## config.mk

```make
export PLATFORM = sky130hd
export DESIGN_NAME = uart_cmd_sequencer
export DESIGN_NICKNAME = d
export VERILOG_FILES = /design/src/rtl/uart_cmd_sequencer.sv
export SDC_FILE = /design/constraint.sdc
export NUM_CORES = 1
export LEC_CHECK = 0
export ABC_AREA = 1
export BUFFER_PORTS_ARGS = -buffer_cell sky130_fd_sc_hd__buf_2
export CAP_MARGIN = 5
export CORE_UTILIZATION = 30
export DETAILED_ROUTE_END_ITERATION = 12
export PLACE_DENSITY_LB_ADDON = 0.15
export SLEW_MARGIN = 20
export SYNTH_ARGS = -nofsm -noshare
export SYNTH_HDL_FRONTEND = slang
export SYNTH_SLANG_ARGS = --single-unit
```

## constraint.sdc

```tcl
create_clock -name i_clk -period 1.4 [get_ports i_clk]
set_input_delay 0.21 -clock i_clk [delete_from_list [all_inputs] [get_ports i_clk]]
set_output_delay 0.21 -clock i_clk [all_outputs]
set_load 0.01 [all_outputs]
```

## src/rtl/uart_cmd_sequencer.sv

```systemverilog
// Command sequencer between uart_top and a combinational ALU: pops an A, B, opcode frame,
// runs the ALU on registered operands and pushes the one-byte result back to the TX FIFO.
module uart_cmd_sequencer #(
    parameter int DBIT    = 8,
    parameter int OP_W    = 6,
    parameter int TIMEOUT = 65536
) (
    input  logic            i_clk,
    input  logic            i_reset,
    input  logic            i_rx_empty,
    input  logic [DBIT-1:0] i_r_data,
    output logic            o_rd_uart,
    input  logic            i_tx_full,
    output logic            o_wr_uart,
    output logic [DBIT-1:0] o_w_data,
    output logic [DBIT-1:0] o_alu_a,
    output logic [DBIT-1:0] o_alu_b,
    output logic [OP_W-1:0] o_alu_op,
    input  logic [DBIT-1:0] i_alu_result,
    output logic            o_busy,
    output logic            o_err,
    output logic [7:0]      o_cmd_cnt
);

    localparam int CW = (TIMEOUT > 1) ? $clog2(TIMEOUT) : 1;
    localparam logic [CW-1:0] TMO_LAST = CW'((TIMEOUT > 0) ? TIMEOUT - 1 : 0);
    localparam bit TMO_EN = (TIMEOUT != 0);

    typedef enum logic [2:0] {S_A, S_B, S_OP, S_EXEC, S_SEND} state_t;

    state_t        state;
    state_t        state_next;
    logic [CW-1:0] tmo_cnt;
    logic          in_read;
    logic          in_wait;
    logic          take;
    logic          tmo_hit;
    logic          push_next;

    assign in_read = (state == S_A) || (state == S_B) || (state == S_OP);
    assign in_wait = (state == S_B) || (state == S_OP);
    assign take    = in_read && !i_rx_empty;
    // The abort fires on the empty cycle that would bring the count to TIMEOUT; a byte present then wins.
    assign tmo_hit = TMO_EN && in_wait && i_rx_empty && (tmo_cnt == TMO_LAST);

    always_ff @(posedge i_clk or negedge i_reset) begin
        if (!i_reset) begin
            state <= S_A;
        end else begin
            state <= state_next;
        end
    end

    always_comb begin
        // NOTE: default assignment first so every path assigns state_next and no latch is inferred.
        state_next = state;
        case (state)
            S_A:     if (take) state_next = S_B;
            S_B:     if (take) state_next = S_OP;   else if (tmo_hit) state_next = S_A;
            S_OP:    if (take) state_next = S_EXEC; else if (tmo_hit) state_next = S_A;
            S_EXEC:  state_next = S_SEND;
            S_SEND:  if (o_wr_uart) state_next = S_A;
            default: state_next = S_A;
        endcase
    end

    always_comb begin
        o_rd_uart = i_reset && take;
        // Lookahead: o_wr_uart is a flop, so decide the push one clock early. Only this block
        // writes the TX FIFO, so a not-full FIFO cannot turn full before our own push lands.
        push_next = (state_next == S_SEND) && !i_tx_full;
    end

    // NOTE: sequential state uses non-blocking assignments only, so every flop samples pre-edge values.
    always_ff @(posedge i_clk or negedge i_reset) begin
        if (!i_reset) begin
            o_alu_a   <= '0;
            o_alu_b   <= '0;
            o_alu_op  <= '0;
            o_w_data  <= '0;
            o_wr_uart <= 1'b0;
            o_err     <= 1'b0;
            o_busy    <= 1'b0;
            o_cmd_cnt <= '0;
            tmo_cnt   <= '0;
        end else begin
            if (take) begin
                case (state)
                    S_A:     o_alu_a  <= i_r_data;
                    S_B:     o_alu_b  <= i_r_data;
                    S_OP:    o_alu_op <= i_r_data[OP_W-1:0];
                    default: ;
                endcase
            end
            if (state == S_EXEC) o_w_data <= i_alu_result;
            if (o_wr_uart) o_cmd_cnt <= o_cmd_cnt + 8'd1;
            o_wr_uart <= push_next;
            o_err     <= tmo_hit;
            o_busy    <= (state_next != S_A);
            if (TMO_EN && in_wait && i_rx_empty && !tmo_hit) tmo_cnt <= tmo_cnt + CW'(1);
            else tmo_cnt <= '0;
        end
    end

endmodule

```

==> impl_metrics.ini <==
[clock_network]
htreeDepth = 3
clk_latency_ps = 330
hold_buffers = 0
root_buffer = clkbuf_8
cts_sinks = 60
cts_tree = built
clkSlewWorstSetupHoldPaths_ps = 70
cts-buffers-inserted = 9
clockBufferDepth = 2

[route]
drt-total-wl_um = 5703
drc_errors = 0
ant_nets = 0
drt_iter0_markers = 87
via_per_inst = 4.344
avgRoutedWirePerCell_um = 11.83
first_pass_iters = 4
num_vias = 2094

[grt]
grt_pass1_vias = 2039
grt_max_degree = 61
grt-ovfl-total = 0
grt_use_met3_pct = 5.104
grt_util_met1_pct = 18.25
antenna_found_initial = 0
gr-usage-met2_pct = 20.06
grt_pass1_wl_um = 9301
grt.total_usage_pct = 13.62
gr-max-usage-layer = met2

[cells_and_area]
finalNonFillerCells = 482
synthToLayoutAreaGrowth_pct = 37.26
final_common_cell = buf_2
n_fill_cell = 843
layout_common_cells = buf_2 (61), dfrtp_1 (59), nand2_1 (56), inv_1 (38), o21ai_0 (23)
seq_area_mm2 = 0.001503
drive_gt1_share_pct = 39.79
antenna_cells = 0
multiInputGateArea_mm2 = 0.001039
fin_nets = 395

[sta]
period_minus_slack_ps = 1446
worstMarginPinSlew_ps = 763.0
post-route-worst-setup-slack_ps = -46.07
drv_slew = 0
final_hold_viol_count = 0
rsz0062_at_grt = true
final.period_utilization_pct = 103.3
setup_viol_count_final = 10
maxSlewHeadroom_pct = 49.13
skew_ps = 8.080
clock.fmax_mhz = 691.5

[power]
p_int_uw = 4474
switching_share_pct = 32.85
power.density_mw_per_mm2 = 1851
vdd_drop_max_mv = 1.097
combPwrFrac_pct = 33.7
p_clk_share_pct = 27.3
seqPwrFrac_pct = 39.0
p_sw_uw = 2188
power.leakage_uw = 0.001851

[placed_design]
place_ws_ps = -72.89
portBuffers = 61
dp_cells = 459
hpwl_um = 3966
gp_congestion = 0.7474

[critical_path]
path_class = reg -> reg
regToRegSetupSlack_ps = -50
cp_max_fo = 7
path_buf_inv = 2
arrival_ps = 1700
cp_common_cell = nor2_4
crit_path_end = tmo_cnt[7]
critical_path.startpoint = tmo_cnt[1]
cp_top_family = simple AND/OR/NAND/NOR gates
reg2reg_depth = 9
slowest_delay_ps = 380
cp.required_ps = 1650
cp_slowest_cell = dfrtp_1
timing.rr.end = tmo_cnt[7]
endpoint_kind = flip-flop
r2r_start = tmo_cnt[1]
start_kind = flip-flop
path_cells = ha_2, nand2_2, nor2_4, nand2_4, nor2_4, nor2_4, inv_4, buf_12, nor3_2
path_depth = 9

[floorplanning]
coreArea_mm2 = 0.008341
fp-row-count = 33
die_y_um = 95.50
io_pins = 62
start_util_pct = 31.44
die_x_um = 95.50
die-area_mm2 = 0.009119

[synthesis]
muxShareOfSynthArea_pct = 3.435
synth_top_family_by_area = simple AND/OR/NAND/NOR gates
synth_area_per_cell_um2 = 9.400
synthAdderAreaFrac_pct = 0.9542
synth_cell_types = 26
synth-simple-area-share_pct = 21.04
ys.warnings.count = 0
synth_xor_area_share_pct = 4.008
syn-cell-area_mm2 = 0.002623
synth-seq-area-share_pct = 57.25
synth_seq_cells = 60
syn_nets = 301
syn_inst = 279
synth_compound_area_share_pct = 6.584

[min_path]
hold_depth = 2
holdCritPathClass = in -> reg

[outcome]
violations = setup timing
status = finished, violations left

[flow_run]
max_cap_violations = 0
## sequential cells by signal (all words and copies together), names as in the netlist
| register | count |
|---|---|
| o_alu_a | 8 |
| o_alu_b | 8 |
| o_alu_op | 6 |
| o_busy | 1 |
| o_cmd_cnt | 8 |
| o_err | 1 |
| o_w_data | 8 |
| o_wr_uart | 1 |
| state | 3 |
| tmo_cnt | 16 |
## final cells by class
class,count,area share [%]
inverters,41,4.345
multi-input cells,174,28.85
well taps,105,3.650
clock inverters,3,1.912
clock buffers,12,4.588
repair buffers,87,14.91
flip-flops and latches,60,41.74
## per-layer routing
| layer | part of all wire [%] | wire, µm |
|---|---|---|
| met1 | 48 | 2712 |
| met4 | 1.3 | 74 |
| met5 | 0 | 0 |
| met3 | 6.9 | 393 |
| met2 | 44 | 2522 |
## timing repair
item                                    in CTS  in global routing
gates cloned                                 0                  0
setup buffers                                4                  4
endpoints found under the hold margin        0                  0
endpoints found under the setup margin      16                 20
gates resized for setup                      7                 25
pin swaps                                    7                  9
## worst min path at each step
stage / startpoint / end / slack, ps
finish: i_tx_full / o_wr_uart / 20
global route: i_tx_full / o_wr_uart / 20
CTS: i_tx_full / o_wr_uart / 7
detailed placement: i_tx_full / o_wr_uart / 370
global placement: i_tx_full / o_wr_uart / 370
floorplan: i_reset / o_alu_a[0] / -90
## through the flow
| stage | TNS, ps | area [µm²] | util [%] | hold slack (ps) | power [µW] |
|---|---|---|---|---|---|
| after floorplan | 0 | 2628 | - | -85.59 | 3751 |
| after global placement | -168.0 | 3202 | 38.39 | 369.8 | 4693 |
| after detailed placement | -312.5 | 3202 | 38.39 | 369.4 | 4726 |
| after CTS | -57.27 | 3482 | 41.75 | 7.236 | 6669 |
| after global routing | -1790 | 3600 | 43.16 | 18.32 | 7169 |
| final | -128.6 | 3600 | 43.16 | 23.17 | 6662 |
## cell families (layout without fill, tap and decap cells)
logic type,Yosys count,in the layout
AO/OA/AOI/OAI,33,33
multiplexers,8,8
buffers and inverters,45,143
XOR/XNOR,12,12
adder cells (fa/ha/maj),2,2
AND/OR/NAND/NOR,119,119
flip-flops,60,60
## Yosys cell counts, drive strengths merged
cell	number	area, µm²
nand3	8	40.04
nand3b	2	15.01
a211oi	1	7.510
nand4	2	12.51
nor2	35	163.9
nor4	1	12.51
and2	1	6.260
ha	2	25.02
xor2	9	78.83
xnor2	3	26.28
buf	1	11.26
o31ai	1	7.510
mux2	8	90.09
dfrtp	60	1501
clkbuf	3	11.26
a21oi	4	20.02
inv	41	153.9
nor3	7	55.05
nand2	63	246.5
o21ai	26	130.1
o21a	1	7.510
## power by group through the flow
stage | Clock [µW] | Combinational (µW) | Sequential [µW]
2_1_floorplan | 0 | 891 | 2860
3_3_place_gp | 0 | 2070 | 2630
3_5_place_dp | 0 | 2100 | 2630
4_1_cts | 1880 | 2190 | 2610
5_1_grt | 1940 | 2550 | 2670
6_report | 1820 | 2240 | 2600
## worst reg2reg max path, stage by stage, from the launching register on
cell     delay [ps]
dfrtp_1         380
ha_2            190
nand2_2         100
nor2_4           50
nand2_4          90
nor2_4           60
nor2_4          150
inv_4            70
buf_12          150
nor3_2          140
No activity file was read; power rests on OpenSTA's default activity.
